<file path="config.mk">
export PLATFORM = sky130hd
export DESIGN_NAME = lfsr_step_ctrl_flat
export DESIGN_NICKNAME = d
export VERILOG_FILES = /design/src/rtl/lfsr_pkg.sv /design/src/rtl/lfsr_step_ctrl_if.sv /design/src/rtl/lfsr_step_ctrl_btn_debounce.sv /design/src/rtl/lfsr_step_ctrl.sv /design/src/flat_wrapper.sv
export SDC_FILE = /design/constraint.sdc
export NUM_CORES = 1
export LEC_CHECK = 0
export ABC_AREA = 1
export CAP_MARGIN = 10
export CORE_MARGIN = 2
export CORE_UTILIZATION = 61
export CTS_BUF_LIST = sky130_fd_sc_hd__clkbuf_8
export DETAILED_ROUTE_END_ITERATION = 16
export GPL_TIMING_DRIVEN = 0
export PLACE_DENSITY = 0.93
export RECOVER_POWER = 25
export SETUP_SLACK_MARGIN = 0.05
export SKIP_LAST_GASP = 1
export SYNTH_ARGS = -nofsm -noshare
export SYNTH_HDL_FRONTEND = slang
export SYNTH_SLANG_ARGS = --single-unit
</file>
<file path="constraint.sdc">
create_clock -name clk -period 2.4 [get_ports clk]
set_clock_uncertainty 0.1 [all_clocks]
set_input_delay 0.6 -clock clk [delete_from_list [all_inputs] [get_ports clk]]
set_output_delay 0.6 -clock clk [all_outputs]
set_load 0.1 [all_outputs]
</file>
<file path="src/rtl/lfsr_pkg.sv">
// ============================================================================
// lfsr_pkg : shared widths, defaults and FSM encoding for the LFSR controller
// Revision : 1.0
// ============================================================================
`default_nettype none

package lfsr_pkg;

    localparam int LFSR_W        = 8;
    localparam int DB_CYCLES_DEF = 500000;
    localparam int AUTO_DIV_DEF  = 25000000;

    typedef enum logic [2:0] {
        ST_EMPTY  = 3'd0,
        ST_LOAD   = 3'd1,
        ST_READY  = 3'd2,
        ST_STEP   = 3'd3,
        ST_SETTLE = 3'd4
    } state_t;

endpackage

`default_nettype wire

</file>
<file path="src/rtl/lfsr_step_ctrl_if.sv">
// ============================================================================
// lfsr_step_ctrl_if : board I/O and LFSR datapath signals of the controller
// Revision : 1.0
// ============================================================================
`default_nettype none

interface lfsr_step_ctrl_if;
    import lfsr_pkg::*;

    logic              btn_step;
    logic              btn_load;
    logic              sw_auto;
    logic [LFSR_W-1:0] sw_seed;
    logic [LFSR_W-1:0] coda_in;
    logic              step_en;
    logic              load_en;
    logic [LFSR_W-1:0] seed_out;
    logic [7:0]        steps;
    logic              period_done;
    logic              seed_err;
    logic              ready;

    modport master (
        input  btn_step, btn_load, sw_auto, sw_seed, coda_in,
        output step_en, load_en, seed_out, steps, period_done, seed_err, ready
    );

    modport slave (
        output btn_step, btn_load, sw_auto, sw_seed, coda_in,
        input  step_en, load_en, seed_out, steps, period_done, seed_err, ready
    );

endinterface

`default_nettype wire

</file>
<file path="src/rtl/lfsr_step_ctrl_btn_debounce.sv">
// ============================================================================
// btn_debounce : 2-flop synchroniser, stability counter, rising-edge pulse
// Revision : 1.0
// ============================================================================
`default_nettype none

module btn_debounce #(
    parameter int DB_CYCLES = 4
) (
    input  logic clk,
    input  logic rst_n,
    input  logic btn,
    output logic pulse
);

    localparam int             c_cw      = (DB_CYCLES > 1) ? $clog2(DB_CYCLES) : 1;
    localparam logic [c_cw-1:0] c_cnt_max = c_cw'(DB_CYCLES - 1);

    logic            r_sync1;
    logic            r_sync2;
    logic            r_level;
    logic [c_cw-1:0] r_cnt;

    // The debounced level only flips after the synchronised input has
    // differed from it for DB_CYCLES consecutive cycles.
    always_ff @(posedge clk or negedge rst_n) begin
        if (!rst_n) begin
            r_sync1 <= 1'b0;
            r_sync2 <= 1'b0;
            r_level <= 1'b0;
            r_cnt   <= '0;
            pulse   <= 1'b0;
        end else begin
            r_sync1 <= btn;
            r_sync2 <= r_sync1;
            pulse   <= 1'b0;
            if (r_sync2 == r_level) begin
                r_cnt <= '0;
            end else if (r_cnt == c_cnt_max) begin
                r_cnt   <= '0;
                r_level <= r_sync2;
                pulse   <= r_sync2;
            end else begin
                r_cnt <= r_cnt + 1'b1;
            end
        end
    end

endmodule

`default_nettype wire

</file>
<file path="src/rtl/lfsr_step_ctrl.sv">
// ============================================================================
// lfsr_step_ctrl : step/load strobe sequencer and period tracker for 8-bit LFSR
// Revision : 1.0
// ============================================================================
`default_nettype none

module lfsr_step_ctrl
    import lfsr_pkg::*;
#(
    parameter int DB_CYCLES = DB_CYCLES_DEF,
    parameter int AUTO_DIV  = AUTO_DIV_DEF
) (
    input  logic             clk,
    input  logic             rst_n,
    lfsr_step_ctrl_if.master bus
);

    localparam int              c_dw      = $clog2(AUTO_DIV);
    localparam logic [c_dw-1:0] c_div_max = c_dw'(AUTO_DIV - 1);

    state_t            r_state;
    logic              r_step_en;
    logic              r_load_en;
    logic              r_seed_err;
    logic              r_ready;
    logic [LFSR_W-1:0] r_seed;
    logic [7:0]        r_steps;
    logic              r_pend;
    logic [LFSR_W-1:0] r_pend_seed;
    logic [c_dw-1:0]   r_div;

    logic w_step_p;
    logic w_load_p;
    logic w_load_ok;
    logic w_load_bad;
    logic w_div_run;
    logic w_tick;
    logic w_step_req;

    btn_debounce #(.DB_CYCLES(DB_CYCLES)) u_db_step (
        .clk   (clk),
        .rst_n (rst_n),
        .btn   (bus.btn_step),
        .pulse (w_step_p)
    );

    btn_debounce #(.DB_CYCLES(DB_CYCLES)) u_db_load (
        .clk   (clk),
        .rst_n (rst_n),
        .btn   (bus.btn_load),
        .pulse (w_load_p)
    );

    assign w_load_ok  = w_load_p && (bus.sw_seed != '0);
    assign w_load_bad = w_load_p && (bus.sw_seed == '0);

    // Divider keeps running through STEP/SETTLE so auto steps stay exactly
    // AUTO_DIV cycles apart; EMPTY and LOAD hold it cleared.
    assign w_div_run  = bus.sw_auto &&
                        ((r_state == ST_READY) || (r_state == ST_STEP) || (r_state == ST_SETTLE));
    assign w_tick     = w_div_run && (r_div == c_div_max);
    assign w_step_req = bus.sw_auto ? w_tick : w_step_p;

    always_ff @(posedge clk or negedge rst_n) begin
        if (!rst_n) begin
            r_div <= '0;
        end else if (!w_div_run || (r_div == c_div_max)) begin
            r_div <= '0;
        end else begin
            r_div <= r_div + 1'b1;
        end
    end

    always_ff @(posedge clk or negedge rst_n) begin
        if (!rst_n) begin
            r_state     <= ST_EMPTY;
            r_step_en   <= 1'b0;
            r_load_en   <= 1'b0;
            r_seed_err  <= 1'b0;
            r_ready     <= 1'b0;
            r_seed      <= '0;
            r_steps     <= '0;
            r_pend      <= 1'b0;
            r_pend_seed <= '0;
        end else begin
            r_step_en  <= 1'b0;
            r_load_en  <= 1'b0;
            r_seed_err <= w_load_bad;
            case (r_state)
                ST_EMPTY: begin
                    if (w_load_ok) begin
                        r_state   <= ST_LOAD;
                        r_load_en <= 1'b1;
                        r_seed    <= bus.sw_seed;
                        r_steps   <= '0;
                    end
                end
                ST_LOAD: begin
                    r_state <= ST_READY;
                    r_ready <= 1'b1;
                end
                ST_READY: begin
                    if (w_load_ok || r_pend) begin
                        r_state   <= ST_LOAD;
                        r_ready   <= 1'b0;
                        r_load_en <= 1'b1;
                        r_seed    <= w_load_ok ? bus.sw_seed : r_pend_seed;
                        r_steps   <= '0;
                        r_pend    <= 1'b0;
                    end else if (!w_load_bad && w_step_req) begin
                        r_state   <= ST_STEP;
                        r_ready   <= 1'b0;
                        r_step_en <= 1'b1;
                    end
                end
                ST_STEP: begin
                    r_state <= ST_SETTLE;
                    r_steps <= r_steps + 8'd1;
                    if (w_load_ok) begin
                        r_pend      <= 1'b1;
                        r_pend_seed <= bus.sw_seed;
                    end
                end
                ST_SETTLE: begin
                    r_state <= ST_READY;
                    r_ready <= 1'b1;
                    if (w_load_ok) begin
                        r_pend      <= 1'b1;
                        r_pend_seed <= bus.sw_seed;
                    end
                end
                default: begin
                    r_state <= ST_EMPTY;
                    r_ready <= 1'b0;
                end
            endcase
        end
    end

    assign bus.step_en  = r_step_en;
    assign bus.load_en  = r_load_en;
    assign bus.seed_err = r_seed_err;
    assign bus.ready    = r_ready;
    assign bus.seed_out = r_seed;
    assign bus.steps    = r_steps;

    // The datapath has only shifted by the SETTLE cycle, so the period
    // compare must look at coda_in during SETTLE itself.
    assign bus.period_done = (r_state == ST_SETTLE) && (bus.coda_in == r_seed);

endmodule

`default_nettype wire

</file>
<file path="src/flat_wrapper.sv">
// flat-port wrapper written by rule: the top's interface ports become plain ports
module lfsr_step_ctrl_flat import lfsr_pkg::*;
#(
    parameter int DB_CYCLES = DB_CYCLES_DEF,
    parameter int AUTO_DIV  = AUTO_DIV_DEF
)
  (clk, rst_n, bus_btn_step, bus_btn_load, bus_sw_auto, bus_sw_seed, bus_coda_in, bus_step_en, bus_load_en, bus_seed_out, bus_steps, bus_period_done, bus_seed_err, bus_ready);
  lfsr_step_ctrl_if bus_i ();
  input  logic clk;
  input  logic rst_n;
  input wire logic [$bits(bus_i.btn_step)-1:0] bus_btn_step;
  input wire logic [$bits(bus_i.btn_load)-1:0] bus_btn_load;
  input wire logic [$bits(bus_i.sw_auto)-1:0] bus_sw_auto;
  input wire logic [$bits(bus_i.sw_seed)-1:0] bus_sw_seed;
  input wire logic [$bits(bus_i.coda_in)-1:0] bus_coda_in;
  output wire logic [$bits(bus_i.step_en)-1:0] bus_step_en;
  output wire logic [$bits(bus_i.load_en)-1:0] bus_load_en;
  output wire logic [$bits(bus_i.seed_out)-1:0] bus_seed_out;
  output wire logic [$bits(bus_i.steps)-1:0] bus_steps;
  output wire logic [$bits(bus_i.period_done)-1:0] bus_period_done;
  output wire logic [$bits(bus_i.seed_err)-1:0] bus_seed_err;
  output wire logic [$bits(bus_i.ready)-1:0] bus_ready;
  assign bus_i.btn_step = bus_btn_step;
  assign bus_i.btn_load = bus_btn_load;
  assign bus_i.sw_auto = bus_sw_auto;
  assign bus_i.sw_seed = bus_sw_seed;
  assign bus_i.coda_in = bus_coda_in;
  assign bus_step_en = bus_i.step_en;
  assign bus_load_en = bus_i.load_en;
  assign bus_seed_out = bus_i.seed_out;
  assign bus_steps = bus_i.steps;
  assign bus_period_done = bus_i.period_done;
  assign bus_seed_err = bus_i.seed_err;
  assign bus_ready = bus_i.ready;
  lfsr_step_ctrl #(.DB_CYCLES(DB_CYCLES), .AUTO_DIV(AUTO_DIV)) u_core (.clk(clk), .rst_n(rst_n), .bus(bus_i));
endmodule
</file>
==> metrics, run 1 <==
status finished, violations left; failing checks setup timing; WHS roughly 220 ps; Worst-Margin Slew 959.2 ps; met2 usage between 40% and 50%; clk_lat worst skew about 380 ps; Worst setup EP type output port; RSZ-0062 raised after global routing true; Gate Count Post-Synth between 600 and 700; Synth async-reset ratio 100.0%; Req. time, crit path ~1700 ps; ys flop type dfrtp_1; Synth area leader dfrtp_1; Starting Density 63.21%; routed len/inst approximately 15 um; # diodes 0; setup_tns -58.42 ps; Peak VDD IR 338.0 uV; Layout Area Growth over Synthesis 14.84%; placed cell area between 6000 and 7000 um2; ANT nets after route 0; Yosys reg bits 103; Post-synth EDFFs 0; Final period util 102.4%; capture point of the critical path bus_period_done; GRT busiest layer met2; CTS tree yes; final setup fails 1; reg2reg path depth 9; Die Area 9859 um2; Synth cell types 42; worst reg2reg path startpoint u_core.r_state[0]; H-tree Lvls 3; root buffer cell clkbuf_8; Worst Path Arrival between 1500 and 2000 ps; power per cell area 452.9 nW/um2; Initial DRC Count around 330; core area roughly 8800 um2; Syn Nets roughly 720; Die Wd around 100 um; Startpoint Class flip-flop; Sink Count between 100 and 150; Pleak about 2.8 nW; via density per instance approximately 5.9; sequential share of power roughly three fifths; Vias around 5000; largest net degree at the start of global routing 69; gr usage total ~28%; cts hold-fix bufs 0; Post-route DRC 0; IO Port Bufs between 40 and 50; r2r setup slk roughly 430 ps; IO Count 42; Pre-antenna DRT Iters 5; Worst Slack Setup Final -58.42 ps; combinational fraction of design power between 4 and 5%; Final nets between 700 and 800; HPWL Detailed between 9000 and 10000 um; GRT overflow 0; Slew Limit Fails 0; Final Cell Area 6361 um2; critical path class flip-flop to output port; Synth area leaders dfrtp_1 47%, nand2_1 9.4%, nor2_1 8.7%; clock share of power 33.7%; internal cell power 2.193 mW; clock-pin slew on the worst setup and hold paths about 100 ps; layout cell share with drive strength beyond 1 between 10 and 15%; min cycle time layout approximately 2500 ps; Ys Warns 0; critical path's largest stage delay between 400 and 500 ps; Syn Area/Cell approximately 7.9 um2; CTS Buf Count 9; Synth Cell Area 5539 um2; slowest CP cell dfrtp_1; clock tree buffer depth 2; met3 Track Usage GR under 10%; Net Sw Frac 23.87%; GRT met1 Usage 34.84%; drt total wl 12960 um; vias in the first global route ~5000; most frequent cell after synthesis nand2_1; GP Congestion ~0.97; highest clock rate ~410 MHz; top post-synthesis cells by count 138 x nand2_1, 128 x nor2_1, 103 x dfrtp_1; Switch Pwr about 690 uW; Critical R2R Capture u_core.bus.steps[0]; row cnt 34; number of antenna violations at the first check in global routing 0; first-pass GRT wire length 22300 um; critical-path cell list nor2_1 -> nand2_1 -> a2111o_1 -> nor2_4 -> buf_12; overall power consumption around 2.9 mW; sequential fraction of the synthesis area a little under half; final hold violation count 0; Yosys top cell area share a little under half; Max transition margin 36.30%; min-delay worst type input port to async pin; die span in y slightly below 100 um; worst setup path startpoint u_core.r_state[1]; number of max-cap violations 0; Crit Path Max Fanout 4
==> power by group through the flow <==
| stage | sequential [mW] | clock (mW) | combinational [mW] |
|---|---|---|---|
| after floorplan | 1.80 | 0 | 0.0523 |
| after global placement | 1.80 | 0 | 0.136 |
| after detailed placement | 1.80 | 0 | 0.146 |
| after CTS | 1.77 | 0.989 | 0.147 |
| after global routing | 1.77 | 1.06 | 0.163 |
| final | 1.77 | 0.972 | 0.142 |
==> how the worst min path moves through the flow <==
| stage | from | to | slack [ps] | cells past startpoint |
|---|---|---|---|---|
| after floorplan | rst_n | u_core.bus.load_en | 200 | 0 |
| after detailed placement | u_core.u_db_load.r_sync1 | u_core.u_db_load.r_sync2 | 240 | 0 |
| after CTS | rst_n | u_core.r_div[17] | 90 | 1 |
| after global routing | u_core.u_db_load.r_sync1 | u_core.u_db_load.r_sync2 | 260 | 0 |
| final | rst_n | u_core.r_div[19] | 220 | 1 |
| after global placement | u_core.u_db_step.r_sync1 | u_core.u_db_step.r_sync2 | 230 | 0 |
==> final cells by class <==
| type | count | area (um2) |
|---|---|---|
| buffer | 7 | 47.55 |
| clock inverter | 6 | 31.28 |
| clock buffer | 10 | 137.6 |
| fill | 630 | 2402 |
| sequential | 103 | 2603 |
| inverter | 79 | 300.3 |
| tap | 108 | 135.1 |
| multi-input combinational | 508 | 2668 |
| timing repair buffer | 45 | 439.2 |
==> stage by stage <==
step           cells  setup WS, ps  utilization (%)
6_report         866        -58.42            72.59
5_1_grt          866        -115.8            72.59
4_1_cts          863        -214.8            72.13
3_5_place_dp     847         -1143            70.09
3_3_place_gp     846         -3776            69.80
2_1_floorplan    697         39.75                -
==> critical path, delay by kind of cell, from the launching register on <==
kind	cells	cell delay (ps)
flops	1	420
compound gates	1	420
buf+inv	1	180
simple gates	3	360
==> state kept, by name, indices dropped and copies added, names as in the netlist, 3 cells and up <==
name,flops
u_core.r_div,25
u_core.bus.steps,8
u_core.bus.seed_out,8
u_core.u_db_load.r_cnt,19
u_core.r_pend_seed,8
u_core.r_state,3
u_core.u_db_step.r_cnt,19
==> cell families (layout without fill, tap and decap cells) <==
group | count (synthesis) | in the layout | synth area share, %
XOR/XNOR | 31 | 31 | 4.902
flip-flops | 103 | 103 | 46.53
AND/OR/NAND/NOR | 403 | 403 | 33.97
buffers and inverters | 86 | 147 | 6.234
AO/OA/AOI/OAI | 70 | 70 | 7.454
adder cells (fa/ha/maj) | 4 | 4 | 0.9036
==> timing repair <==
action / CTS / global route
setup buffers: 0 / 3
setup endpoints to repair: 21 / 9
pin swaps: 0 / 7
gates resized for setup: 49 / 27
==> layout by cell type, fill, tap and decap left out, types with 6 or more instances in the layout <==
cell and n:
nor2_1 128, clkbuf_2 8, nand4_1 28, inv_2 10, nor3_1 26, dfrtp_1 95
o21ai_0 15, clkbuf_8 10, xor2_1 21, a21oi_1 19, a31oi_1 13, o21ai_1 7
nand3_1 37, nor3b_1 7, buf_4 6, xnor2_1 7, nand2_1 138, nand2_2 9
inv_1 70, dfrtp_4 6, dlymetal6s2s_1 8, clkdlybuf4s50_1 9, clkdlybuf4s15_2 6
==> layer usage <==
layer	vias to the layer above	part of all wire, %
met3	51	7.6
met5	-	0
met4	0	2.6
li1	2389	-
met1	2445	40
met2	228	50
(Power assumes the default switching activity.)
==> inputs of run 2 (changes only) <==
- CORE_MARGIN: 2 -> unset
- HOLD_SLACK_MARGIN: unset -> 0.12
==> run 2 against run 1 <==
The flow still finishes with violations (setup timing). Count of clock-buffer cells in the layout down 1. First-iteration DRC count is 15% higher. Hold slack improved by 67 ps. Combinational power is 4% higher. Via count up 2.0%. Sequential cell count did not move.
==> metrics, run 2 (synthesis gave the netlist of run 1 again) <==
Net Sw Frac 24.16% (+0.29 points); drt total wl 13580 um (+4.8%); Startpoint Class flip-flop; Slew Limit Fails 0 (unchanged); Starting Density 63.21% (unchanged); final setup fails 1 (unchanged); largest net degree at the start of global routing 69 (unchanged); via density per instance 6.007 (+1.7%); CTS Buf Count 9 (unchanged); Layout Area Growth over Synthesis 15.65%; IO Port Bufs 41 (unchanged); GP Congestion 0.9177 (-5.3%); Die Area 9465 um2 (-4.0%); clock-pin slew on the worst setup and hold paths 90 ps (about the same); Worst setup EP type output port; max FFs per register 25 (unchanged); IO Count 42 (unchanged); Max transition margin 36.46% (+0.16 points); clock tree buffer depth 2 (unchanged); critical path class flip-flop to output port; number of antenna violations at the first check in global routing 0 (unchanged); sequential share of power 58.9% (-2.4 points); Vias 5214 (+2.0%); CTS tree yes; min-delay worst type flip-flop to flip-flop; HPWL Detailed 9309 um (-0.22%); RSZ-0062 raised after global routing true; fill cell count 589 (-6.5%); root buffer cell clkbuf_8; Initial DRC Count 385 (+15%); first-pass GRT wire length 22840 um (+2.4%); Post-Place Worst Slack -1148 ps (-5.180 ps); Peak VDD IR 271.9 uV (-20%); Largest Register u_core.r_div; Worst Slack Setup Final -44.87 ps (+13.55 ps); layout cell share with drive strength beyond 1 12.89% (+0.098 points); row cnt 34 (unchanged); internal cell power 2.277 mW (+3.8%); Post-route DRC 0 (unchanged); core area 8763 um2 (unchanged); H-tree Lvls 3 (unchanged); highest clock rate 409.0 MHz (+0.55%); clock share of power 36.3% (+2.6 points); Pleak 2.851 nW (+0.24%); clk_lat worst skew 380 ps (about the same); vias in the first global route 5071 (+2.0%); Crit Path Max Fanout 2 (-2); # diodes 0 (unchanged); setup_tns -44.87 ps (+13.55 ps); Final period util 101.9% (-0.56 points); final hold violation count 0 (unchanged); GRT overflow 0 (unchanged); most common cell after layout, fill and taps aside nand2_1; Die Wd 97.29 um (-2.0%); Req. time, crit path 1700 ps (about the same); status finished, violations left; die span in y 97.29 um (-2.0%); Pre-antenna DRT Iters 6 (+1); number of max-cap violations 0 (unchanged); most frequent cells in the layout 137 x nand2_1, 129 x nor2_1, 94 x dfrtp_1; Worst Path Arrival 1740 ps (-20 ps); placed cell area 6142 um2 (unchanged); Top Registers u_core.r_div (25), u_core.u_db_load.r_cnt (19), u_core.u_db_step.r_cnt (19); Sink Count 103 (unchanged); Final Cell Area 6406 um2 (+0.71%); ANT nets after route 0 (unchanged); gr usage total 29.31% (+1.7 points); combinational fraction of design power 4.9% (about the same); power per cell area 468.8 nW/um2 (+3.5%); Switch Pwr 725.6 uW (+5.5%); Final nets 780 (+0.26%); min cycle time layout 2445 ps (-13.55 ps); Layout Cells excl Fill 868 (+0.23%); failing checks setup timing; placed instance count 847 (unchanged); Worst-Margin Slew 956.9 ps (-2.293 ps); routed len/inst 15.65 um (+4.5%)
==> run 2: path summary, 6_finish.rpt <==
| path | startpoint | slack [ps] | end | cells past startpoint |
|---|---|---|---|---|
| max in group asynchronous | rst_n | 280 | u_core.bus.seed_out[0] | 3 |
| setup reg to reg | u_core.r_div[0] | 360 | u_core.r_div[10] | 9 |
| setup / recovery | u_core.bus.seed_out[6] | -40 | bus_period_done | 5 |
| hold reg to reg | u_core.u_db_step.r_sync1 | 280 | u_core.u_db_step.r_sync2 | 0 |
| hold / removal | u_core.u_db_step.r_sync1 | 280 | u_core.u_db_step.r_sync2 | 0 |
| min in group asynchronous | rst_n | 770 | u_core.r_div[20] | 2 |
==> run 2: timing repair <==
| item | in CTS | in global routing |
|---|---|---|
| pin swaps | 0 | 8 |
| resized for setup | 44 | 30 |
| hold buffers | 1 | 0 |
| buffers inserted | 0 | 4 |
| setup endpoints to repair | 21 | 10 |
| hold endpoints to repair | 35 | 0 |
==> run 2: cell type report <==
class | instances | area [um2] | area share (%)
Clock buffer | 9 | 123.9 | 1.934
Multi-Input combinational cell | 508 | 2669 | 41.66
Sequential cell | 103 | 2604 | 40.64
Buffer | 7 | 47.55 | 0.7422
Tap cell | 108 | 135.1 | 2.109
Clock inverter | 7 | 66.31 | 1.035
Inverter | 79 | 300.3 | 4.688
Timing Repair Buffer | 47 | 460.4 | 7.188
==> run 2: power by group through the flow <==
stage | clock (mW) | combinational, mW | sequential, mW
final | 1.09 | 0.147 | 1.77
after global routing | 1.16 | 0.165 | 1.77
after CTS | 1.09 | 0.149 | 1.77
after detailed placement | 0 | 0.147 | 1.80
after global placement | 0 | 0.136 | 1.80
after floorplan | 0 | 0.0523 | 1.80
==> run 2: critical path, cell delays in order (launching register included) <==
cell      delay [ps]
dfrtp_4          500
inv_4             60
o22ai_2           70
a2111o_1         430
nor2_4           120
buf_12           180
==> run 2: routing by layer <==
layer / vias to the layer above / track usage (%) / routed length [um]
li1: 2403 / - / -
met1: 2463 / 37.48 / 5403
met2: 286 / 49.30 / 6659
met3: 62 / 4.892 / 1032
met4: 0 / 12.90 / 486
met5: - / 0 / 0
==> run 2: metrics by stage <==
stage                     util, %  hold WS [ps]  power [mW]
after floorplan                 -         204.4       1.851
after global placement      69.80         241.0       1.937
after detailed placement    70.09         263.1       1.949
after CTS                   72.42         284.2       3.003
after global routing        73.10         296.4       3.096
final                       73.10         283.9       3.003
==> inputs of run 3 (changes only) <==
- CORE_MARGIN: unset -> 1.5
- SKIP_LAST_GASP: 1 -> unset
==> run 3 against run 2 <==
The flow still finishes with violations (setup timing). Non-clock buffer count down 1. Routed wire length down 5.0%. Total power up 0.94%. Count of clock-buffer cells in the layout up 1. Register-to-register slack better by 40 ps. Setup slack worse by 11 ps. Critical path depth unchanged. Largest cell class unchanged.
==> metrics, run 3 (synthesis gave the netlist of run 1 again) <==
max FFs per register 25 (unchanged); clock-pin slew on the worst setup and hold paths 100 ps (about the same); GRT overflow 0 (unchanged); Worst Path Arrival 1760 ps (+20 ps); Post-route DRC 0 (unchanged); Starting Density 63.21% (unchanged); Largest Register u_core.r_div; vias in the first global route 4940 (-2.6%); WHS 259.2 ps (-24.73 ps); Startpoint Class flip-flop; final hold violation count 0 (unchanged); failing checks setup timing; combinational fraction of design power 4.7% (-0.2 points); gr usage total 27.59% (-1.7 points); most common cell after layout, fill and taps aside nand2_1; Slew Limit Fails 0 (unchanged); Peak VDD IR 370.6 uV (+36%); Crit Path Max Fanout 2 (unchanged); via density per instance 5.819 (-3.1%); H-tree Lvls 3 (unchanged); RSZ-0062 raised after global routing true; IO Count 42 (unchanged); Worst setup EP type output port; CTS Buf Count 9 (unchanged); worst reg2reg path startpoint u_core.r_div[0]; clock share of power 37.0% (+0.7 points); power per cell area 472.9 nW/um2 (+0.88%); Max transition margin 36.09% (-0.37 points); ANT nets after route 0 (unchanged); Worst Slack Setup Final -56.06 ps (-11.18 ps); die span in y 98.29 um (+1.0%); CTS tree yes; placed instance count 847 (unchanged); most frequent cells in the layout 137 x nand2_1, 128 x nor2_1, 94 x dfrtp_1; IO Port Bufs 41 (unchanged); Layout Area Growth over Synthesis 15.72% (about the same); reg2reg path depth 9 (unchanged); Sink Count 103 (unchanged); sequential share of power 58.3% (-0.6 points); Switch Pwr 714.1 uW (-1.6%); GP Congestion 0.9458 (+3.1%); Die Wd 98.29 um (+1.0%); Die Area 9661 um2 (+2.1%); # diodes 0 (unchanged); number of antenna violations at the first check in global routing 0 (unchanged); Final nets 779 (-0.13%); drt total wl 12900 um (-5.0%); Worst-Margin Slew 962.5 ps (+5.619 ps); Pre-antenna DRT Iters 5 (-1); status finished, violations left; min cycle time layout 2456 ps (+11.18 ps); critical path class flip-flop to output port; Net Sw Frac 23.56% (-0.60 points); highest clock rate 407.2 MHz (-0.46%); core area 8763 um2 (unchanged); capture point of the critical path bus_period_done; min-delay worst type flip-flop to flip-flop; internal cell power 2.317 mW (+1.7%); root buffer cell clkbuf_8; worst setup path startpoint u_core.bus.seed_out[6]; final setup fails 1 (unchanged); Top Registers u_core.r_div (25), u_core.u_db_load.r_cnt (19), u_core.u_db_step.r_cnt (19); Pleak 2.843 nW (-0.28%); number of max-cap violations 0 (unchanged); clk_lat worst skew 370 ps (about the same); Final period util 102.3% (+0.47 points); first-pass GRT wire length 21980 um (-3.8%); clock tree buffer depth 2 (unchanged); Layout Cells excl Fill 867 (-0.12%); Initial DRC Count 339 (-12%); Critical R2R Capture u_core.r_div[8]; layout cell share with drive strength beyond 1 13.31% (+0.41 points); routed len/inst 14.88 um (-4.9%); row cnt 34 (unchanged); Vias 5045 (-3.2%); r2r setup slk 400 ps (+40 ps); HPWL Detailed 9284 um (-0.27%); Req. time, crit path 1700 ps (about the same); largest net degree at the start of global routing 75 (+8.7%)
run 3: cell count changes in the layout (fill, tap and decap cells not counted), sizes merged:
| cell | previous run | this run |
|---|---|---|
| buf | 11 | 10 |
| clkdlybuf4s15 | 10 | 11 |
| clkinv | 3 | 4 |
| clkinvlp | 3 | 1 |
| dlygate4sd2 | 5 | 7 |
| dlymetal6s2s | 8 | 6 |
run 3: cell type report:
| class | count | area [um2] |
|---|---|---|
| Fill cell | 592 | 2354 |
| Multi-Input combinational cell | 508 | 2660 |
| Buffer | 7 | 47.55 |
| Sequential cell | 103 | 2604 |
| Clock inverter | 6 | 68.82 |
| Inverter | 79 | 302.8 |
| Clock buffer | 10 | 137.6 |
| Timing Repair Buffer | 46 | 454.2 |
| Tap cell | 108 | 135.1 |
run 3: timing repair:
action | CTS | global route
gates cloned | 0 | 0
hold buffers | 1 | 0
pin swaps | 4 | 7
setup buffers | 0 | 3
gates resized for setup | 53 | 23
setup endpoints to repair | 21 | 10
hold endpoints to repair | 29 | 0
run 3: worst max-delay path, cell delays in order (launching register included):
cell      delay [ps]
dfrtp_4          500
inv_4             60
o22ai_2           60
a2111o_1         440
nor2_4           150
buf_12           180
run 3: worst min-delay path by stage:
stage	start	to	slack (ps)	cells after the start
final	u_core.u_db_load.r_sync1	u_core.u_db_load.r_sync2	260	0
after global routing	u_core.u_db_load.r_sync1	u_core.u_db_load.r_sync2	270	0
after CTS	u_core.u_db_load.r_sync1	u_core.u_db_load.r_sync2	260	0
after detailed placement	u_core.u_db_load.r_sync1	u_core.u_db_load.r_sync2	240	0
after global placement	u_core.u_db_load.r_sync1	u_core.u_db_load.r_sync2	240	0
after floorplan	rst_n	u_core.bus.load_en	200	0
run 3: per-layer routing:
layer	global-route usage, %	wire [um]	vias to the layer above
li1	-	-	2409
met4	8.884	300	0
met5	0	0	-
met2	48.26	6514	228
met3	4.939	873	37
met1	34.76	5212	2371
run 3: through the flow:
stage	setup WS (ps)	power [mW]	util [%]	instance area, um2	TNS [ps]
6_report	-56.06	3.031	73.14	6410	-56.06
3_5_place_dp	-1154	1.948	70.09	6142	-2068
5_1_grt	-98.05	3.136	73.14	6410	-98.05
2_1_floorplan	39.75	1.851	-	5572	0
3_3_place_gp	-3792	1.937	69.80	6117	-325710
4_1_cts	-179.6	3.061	72.76	6376	-179.6
run 3: power groups by stage:
| stage | Clock (mW) | Sequential, mW | Combinational [mW] |
|---|---|---|---|
| 6_report | 1.12 | 1.77 | 0.143 |
| 5_1_grt | 1.20 | 1.77 | 0.164 |
| 4_1_cts | 1.14 | 1.77 | 0.150 |
| 3_5_place_dp | 0 | 1.80 | 0.147 |
| 3_3_place_gp | 0 | 1.80 | 0.136 |
| 2_1_floorplan | 0 | 1.80 | 0.0523 |
